## src/rtl/phy_tx_scheduler_pkg.sv

```systemverilog
// Shared types for the PHY transmit scheduler: FSM state encoding and data word width.
package phy_tx_scheduler_pkg;

  typedef enum logic [1:0] {
    StTrain,
    StArb,
    StGrant
  } state_e;

  localparam int unsigned WordW = 32;

endpackage

```

## src/rtl/phy_tx_scheduler_rr_arbiter.sv

```systemverilog
// Combinational round-robin pick: first requester after last_owner, wrapping modulo NUM_REQ.
module phy_tx_scheduler_rr_arbiter #(
  parameter int unsigned NUM_REQ = 2,
  parameter int unsigned ID_W    = 1
) (
  input  logic [NUM_REQ-1:0] req,
  input  logic [ID_W-1:0]    last_owner,
  output logic               any_req,
  output logic [ID_W-1:0]    next_owner
);

  logic [2*NUM_REQ-1:0] req_dbl;
  logic [NUM_REQ-1:0]   rot;
  int unsigned          pos;

  always_comb begin
    req_dbl = {req, req};
    // rot[j] is requester (last_owner + 1 + j) mod NUM_REQ
    rot     = NUM_REQ'(req_dbl >> (32'(last_owner) + 32'd1));
    any_req = |rot;
    pos     = 32'(last_owner);
    for (int j = NUM_REQ - 1; j >= 0; j--) begin
      if (rot[j]) begin
        pos = 32'(last_owner) + 32'd1 + 32'(j);
      end
    end
    if (pos >= NUM_REQ) begin
      pos = pos - NUM_REQ;
    end
    next_owner = ID_W'(pos);
  end

endmodule

```

## src/rtl/phy_tx_scheduler.sv

```systemverilog
// Round-robin sharing of the PHY transmit input between requesters, gated by link training.
module phy_tx_scheduler
  import phy_tx_scheduler_pkg::*;
#(
  parameter int unsigned NUM_REQ      = 2,
  parameter int unsigned ID_W         = 1,
  parameter int unsigned MAX_BURST    = 4,
  parameter int unsigned TRAIN_CYCLES = 16
) (
  input  logic                     clk,
  input  logic                     reset,
  input  logic [NUM_REQ-1:0]       req,
  input  logic [NUM_REQ*WordW-1:0] req_data,
  output logic [NUM_REQ-1:0]       ack,
  input  logic                     rx_sync,
  output logic [WordW-1:0]         phy_input_bus,
  output logic                     phy_valid,
  output logic                     link_up,
  output logic [ID_W-1:0]          owner_id
);

  localparam logic [7:0]      TrainMax  = 8'(TRAIN_CYCLES);
  localparam logic [3:0]      BurstLast = 4'(MAX_BURST - 1);
  localparam logic [ID_W-1:0] LastReset = ID_W'(NUM_REQ - 1);

  state_e            state_q, state_d;
  logic [7:0]        train_cnt_q, train_cnt_d;
  logic [3:0]        burst_cnt_q, burst_cnt_d;
  logic [ID_W-1:0]   last_owner_q, last_owner_d;
  logic [ID_W-1:0]   owner_id_q, owner_id_d;
  logic [WordW-1:0]  bus_q, bus_d;
  logic              valid_q, valid_d;
  logic              link_q, link_d;

  logic              any_req;
  logic [ID_W-1:0]   next_owner;
  logic              accept;
  logic [WordW-1:0]  owner_word;

  phy_tx_scheduler_rr_arbiter #(
    .NUM_REQ (NUM_REQ),
    .ID_W    (ID_W)
  ) u_arb (
    .req        (req),
    .last_owner (last_owner_q),
    .any_req    (any_req),
    .next_owner (next_owner)
  );

  assign owner_word = req_data[32'(owner_id_q) * WordW +: WordW];
  // Sync loss masks the ack so the word stays with its requester for the retry.
  assign accept = !reset && (state_q == StGrant) && req[owner_id_q] && rx_sync;

  always_comb begin
    ack             = '0;
    ack[owner_id_q] = accept;
  end

  always_comb begin
    state_d      = state_q;
    train_cnt_d  = train_cnt_q;
    burst_cnt_d  = burst_cnt_q;
    last_owner_d = last_owner_q;
    owner_id_d   = owner_id_q;
    bus_d        = bus_q;
    valid_d      = 1'b0;

    unique case (state_q)
      StTrain: begin
        if (train_cnt_q != TrainMax) begin
          train_cnt_d = train_cnt_q + 8'd1;
        end
        if (train_cnt_q == TrainMax && rx_sync) begin
          state_d = StArb;
        end
      end
      StArb: begin
        if (!rx_sync) begin
          state_d     = StTrain;
          train_cnt_d = '0;
        end else if (any_req) begin
          state_d     = StGrant;
          owner_id_d  = next_owner;
          burst_cnt_d = '0;
        end
      end
      StGrant: begin
        if (!rx_sync) begin
          state_d     = StTrain;
          train_cnt_d = '0;
        end else begin
          if (accept) begin
            bus_d   = owner_word;
            valid_d = 1'b1;
            if (burst_cnt_q != 4'hF) begin
              burst_cnt_d = burst_cnt_q + 4'd1;
            end
          end
          if (!req[owner_id_q] || (accept && burst_cnt_q == BurstLast)) begin
            state_d      = StArb;
            last_owner_d = owner_id_q;
          end
        end
      end
      default: begin
        state_d     = StTrain;
        train_cnt_d = '0;
      end
    endcase

    link_d = (state_d != StTrain);
  end

  always_ff @(posedge clk) begin
    if (reset) begin
      state_q      <= StTrain;
      train_cnt_q  <= '0;
      burst_cnt_q  <= '0;
      last_owner_q <= LastReset;
      owner_id_q   <= '0;
      bus_q        <= '0;
      valid_q      <= 1'b0;
      link_q       <= 1'b0;
    end else begin
      state_q      <= state_d;
      train_cnt_q  <= train_cnt_d;
      burst_cnt_q  <= burst_cnt_d;
      last_owner_q <= last_owner_d;
      owner_id_q   <= owner_id_d;
      bus_q        <= bus_d;
      valid_q      <= valid_d;
      link_q       <= link_d;
    end
  end

  assign phy_input_bus = bus_q;
  assign phy_valid     = valid_q;
  assign link_up       = link_q;
  assign owner_id      = owner_id_q;

endmodule

```

## config.mk

```make
export PLATFORM = sky130hd
export DESIGN_NAME = phy_tx_scheduler
export DESIGN_NICKNAME = d
export VERILOG_FILES = /design/src/rtl/phy_tx_scheduler_pkg.sv /design/src/rtl/phy_tx_scheduler_rr_arbiter.sv /design/src/rtl/phy_tx_scheduler.sv
export SDC_FILE = /design/constraint.sdc
export NUM_CORES = 1
export LEC_CHECK = 0
export ABC_AREA = 1
export BUFFER_PORTS_ARGS = -buffer_cell sky130_fd_sc_hd__buf_2
export CORE_ASPECT_RATIO = 2
export CORE_MARGIN = 3
export CORE_UTILIZATION = 47
export CTS_CLUSTER_DIAMETER = 80
export DETAILED_ROUTE_END_ITERATION = 12
export GPL_ROUTABILITY_DRIVEN = 0
export GPL_TIMING_DRIVEN = 0
export PLACE_DENSITY = 0.78
export SLEW_MARGIN = 40
export SYNTH_ARGS = -nofsm -noshare
export SYNTH_HDL_FRONTEND = slang
export SYNTH_SLANG_ARGS = --single-unit
```

## constraint.sdc

```tcl
create_clock -name clk -period 2 [get_ports clk]
set_input_delay 0.4 -clock clk [delete_from_list [all_inputs] [get_ports clk]]
set_output_delay 0.4 -clock clk [all_outputs]
set_load 0.005 [all_outputs]
```

Yosys cells after proc, flatten, opt, wreduce, memory -nomap -nowiden
Cells that the tools add are included.
Cells by class
  bitwise operators: 3
  order comparisons: 3
  shift operators: 2
  equal/unequal tests: 13
  muxes and demuxes: 23
  $add $sub $neg: 5
  reductions and logical operators: 20
Operators with widths (count)
  32-bit two-way mux: 2
  64-bit by 7-bit variable part select with 32-bit output: 1
  32-bit by 1-bit adder with 32-bit output (second input constant): 1
  32-bit by 2-bit greater-or-equal comparator with 1-bit output (second input constant): 1
  4-bit two-way mux: 5
  8-bit two-way mux: 2
  8-bit one-hot mux with 2 select lines: 1
  2-bit != test (second input constant): 6
  2-bit two-way mux: 5
  3-bit AND reduction: 3
  8-bit by 1-bit adder with 8-bit output (second input constant): 1
  8-bit by 5-bit == test with 1-bit output (second input constant): 1
  8-bit by 5-bit != test with 1-bit output (second input constant): 1
  4-bit one-hot mux with 2 select lines: 1
  1-bit logical AND: 6
  2-bit one-hot mux with 3 select lines: 1
  6-bit AND reduction: 1
  1-bit two-way mux: 5
  4-bit by 1-bit adder with 4-bit output (second input constant): 1
  4-bit by 2-bit == test with 1-bit output (second input constant): 1
  4-bit != test (second input constant): 1
  2-bit nonzero test: 2
  2-bit OR reduction: 2
  4-bit by 2-bit right shift with 2-bit output: 1
  other kinds (15): 17
Storage, ports and cells
  register bits after elaboration: 50
  word-level logic and storage cells: 77
  output and inout port bits: 37
  bits of input ports: 69

Depth between registers and ports, before layout
  depth in word-level cells: 10
  depth in mapped cells: 10
  mapped depth without buffers: 10

Modules after synthesis
From an unflattened synthesis, not the netlist that was laid out.
Second synthesis, totals
  cells, all modules: 350
  area total of the unflattened synthesis: 2431.1 µm²
By module, submodules not included
  phy_tx_scheduler: times used 1, sequential area each 1001.0 µm², cells an instance 344, area each 2406.1 µm²
  phy_tx_scheduler_rr_arbiter: times used 1, sequential area each 0.0 µm², cells an instance 6, area each 25.0 µm²

Worst setup path after synthesis
Ideal clock, no wire load.
  kind: register to output
  start: register state_q[0]
  end: output port ack[0]
  cell stages (with the launch flop): 8
  buffers on the path: 1
  path slack: 0.326 ns
  arrival time: 1.274 ns
  required time: 1.600 ns
  cell sequence: dfxtp_1 > inv_1 > ha_1 > nand3_1 > nor2_2 > inv_2 > nor2_4 > buf_6
On the way
  longest elaborated chain between the ends: 5
RTL lines
  start: declaration: RTL line phy_tx_scheduler.sv:26  | state_e state_q, state_d;
  start signal: assignment: RTL line phy_tx_scheduler.sv:116  | state_q <= StTrain;
  start signal: assignment: RTL line phy_tx_scheduler.sv:125  | state_q <= state_d;
  2-bit == test: RTL line phy_tx_scheduler.sv:52  | assign accept = !reset && (state_q == StGrant) && req[owner_id_q] && rx_sync;
  1-bit logical AND (3 in series): RTL line phy_tx_scheduler.sv:52
  2-bit AND (no source line)
  end: declaration: RTL line phy_tx_scheduler.sv:14  | output logic [NUM_REQ-1:0] ack,
Every way passes these cells.

Final worst setup path
Same ends and word-level chain as after synthesis.

==> impl_metrics.toml <==
[worst_setup_path]
setup.worst_path.end = "ack[0]"
startpoint_type = "flop"
cpMaxStageDelayCell = "dfxtp_4"
slowest_delay_ps = 370
crit_path_end_kind = "primary output"
path_class = "flop to primary output"
required_ps = 1600
r2r_start = "state_q[0]"
r2r_slack_ps = 200
worstRegToRegCells = 12
worstPathMaxFanout = 6
r2r-end = "phy_input_bus[10]"
arrival_ps = 1560
crit_path_start = "state_q[0]"
cp_cell_sequence = "inv_4, ha_4, nand3_4, nor2_4, inv_4, nor2_4, buf_6, buf_6"

[global_routing]
grt_util_all_layers = 0.2410
met2_usage = 0.4746
grt_overflow_total = 0
grt_use_met3 = 0.05147
grt_pass1_wl_microns = 11560
antenna_found_initial = 0
use_met1 = 0.2094
busiest_layer = "met2"
grt_pass1_vias = 2830
grt_max_degree = 15

[pwr]
pwr-share-seq = 0.551
vdd_drop_max_v = 0.0006213
p_int_mw = 1.434
swShare = 0.2133
power.share.clock = 0.386
p_switching_uw = 388.8
combPwrFrac = 0.064
pwr_density_cell_nw_per_um2 = 580.4
p_leak_nw = 1.436

[final_layout]
antenna_cells = 0
drive_above_1_share = 0.3020
final_area_sq_um = 3141
fillers = 446
nets = 532
synthToLayoutAreaGrowth_pct = 35.60

[cts]
clkSinkCount = 50
root_buffer = "clkbuf_8"
cts_buffers = 5
clockBufferDepth = 2
clkTransAtPathRegs_ps = 90
cts_tree = "done"
clock_latency_ps = 300
cts_htree_levels = 2

[flow_run]
drv_cap = 0

[synthesis]
ys.flop_type = "dfxtp_1"
synth_most_common_cell = "nand2_1"
synth_common_cells = "nand2_1, dfxtp_1, a31oi_1"
ys_types = 18
synth_area_sq_um = 2316
syn_avg_cell_area_sq_um = 6.893
yosys-top-cells-area = "dfxtp_1, nand2_1, a31oi_1, ha_1, inv_1"
synth_seq_cells = 50
yosysWarnings = 0
ys_seq_area_frac = 0.4322
synth_edf_count = 0
async_reset_ff_frac = 0
yosys.area.top_type = "dfxtp_1"
syn_nets = 412
synth_top_area_frac = 0.4322
synthCells = 336

[die]
design.core.area_sq_um = 4686
die_h_microns = 105.3
start_util = 0.4943
die_x_microns = 55.64
row_count = 35
dieArea_sq_um = 5857
io_pins = 106

[sta]
rsz0062_at_grt = "yes"
worst_slack_ps = 42.48
max_freq_mhz = 510.9
min_period_ps = 1958
period_share = 0.9788
drv_slew = 0
slew_headroom = 0.6787
setup-violations-final = 0
hold_viol = 0
tightest_slew_ps = 481.9
clock_skew_ps = 10.37

[placed_design]
hpwl_microns = 5220
dp_slack_ps = -59.59
placed_area_sq_um = 2910
port_buffers = 105

[drt]
drt_wl_total_microns = 6853
dr.first_iter.drc_count = 54
via_per_inst = 5.211
drc = 0
routedWlPerCell_microns = 13.38
drt_pass1_iterations = 4
num_vias = 2668
ant_nets = 0

[status]
status = "completed"

[min_path]
min_path_type = "primary input to flop"
==> repair_timing <==
item,CTS,global route
resized for setup,11,8
pin swaps,2,4
hold buffers,0,0
setup endpoints to repair,2,4
setup buffers,5,3
==> area by class of cell <==
type                       instances  area (sq um)  area share
buffer                            13         82.58     0.02629
clock buffer                       7         76.32     0.02430
clock inverter                     1         30.03    0.009562
inverter                          25         98.84     0.03147
multi-input combinational        248          1185      0.3773
sequential                        50          1007      0.3207
tap                               55         68.82     0.02191
timing repair buffer             113         591.8      0.1884
==> cells in the final DEF (no fill, tap or decap), drive strengths merged <==
| cell | netlist | layout |
|---|---|---|
| clkbuf | 6 | 13 |
| nor3b | 1 | 1 |
| xor2 | 1 | 1 |
| inv | 25 | 25 |
| bufinv | 0 | 1 |
| nand4 | 3 | 3 |
| a21oi | 13 | 13 |
| a31oi | 32 | 32 |
| nand2 | 142 | 142 |
| ha | 7 | 7 |
| buf | 7 | 120 |
| nand3 | 17 | 17 |
| o21ai | 7 | 7 |
| dfxtp | 50 | 50 |
| nor2 | 25 | 25 |
==> layer usage <==
| metal | vias up | wire (microns) |
|---|---|---|
| met5 | - | 0 |
| met4 | 0 | 347 |
| met3 | 31 | 327 |
| met2 | 92 | 3907 |
| met1 | 1218 | 2270 |
| li1 | 1327 | - |
==> how the worst min path moves through the flow <==
stage	start	end	slack (ps)	depth (start not counted)
2_1_floorplan	last_owner_q	last_owner_q	450	2
4_1_cts	req_data[23]	phy_input_bus[23]	350	3
3_3_place_gp	train_cnt_q[7]	train_cnt_q[7]	470	2
5_1_grt	req_data[3]	phy_input_bus[3]	350	3
6_report	req_data[4]	phy_input_bus[4]	340	3
3_5_place_dp	last_owner_q	last_owner_q	480	2
==> registers in the layout, indices dropped and copies added, names as in the netlist <==
register and cells:
state_q 2, phy_input_bus 32, owner_id 1, phy_valid 1
train_cnt_q 8, last_owner_q 1, burst_cnt_q 4, link_up 1
==> cell families (layout without fill, tap and decap cells) <==
group                    count (synthesis)  count (layout)  share of synthesized area
AND/OR/NAND/NOR                        188             188                     0.3231
AO/OA/AOI/OAI                           52              52                     0.1297
flip-flops                              50              50                     0.4322
buffers and inverters                   38             159                    0.07347
adder cells (fa/ha/maj)                  7               7                    0.03782
XOR/XNOR                                 1               1                   0.003782
==> power groups by stage <==
stage               sequential, mW  clock [mW]  combinational, mW
floorplan                     1.03           0             0.0349
global placement              1.03           0              0.111
detailed placement            1.03           0              0.114
CTS                           1.00       0.710              0.116
global route                  1.00       0.750              0.130
finish                        1.00       0.703              0.117
==> critical path: cells and delay by family, from the launching register on <==
family | cells | cell delay [ps]
flip-flops | 1 | 370
AND/OR/NAND/NOR | 3 | 370
buffers and inverters | 4 | 340
adder cells (fa/ha/maj) | 1 | 160
==> per-stage QoR <==
stage | total power, mW | hold WS (ps) | TNS (ps) | util | std cells
floorplan | 1.062 | 452.9 | 0 | - | 336
global placement | 1.139 | 468.4 | -67.34 | 0.6211 | 496
detailed placement | 1.142 | 477.5 | -84.35 | 0.6211 | 496
CTS | 1.831 | 346.2 | 0 | 0.6601 | 509
global route | 1.884 | 345.7 | -31.03 | 0.6702 | 512
finish | 1.823 | 343.9 | 0 | 0.6702 | 512
(Power assumes the default switching activity.)
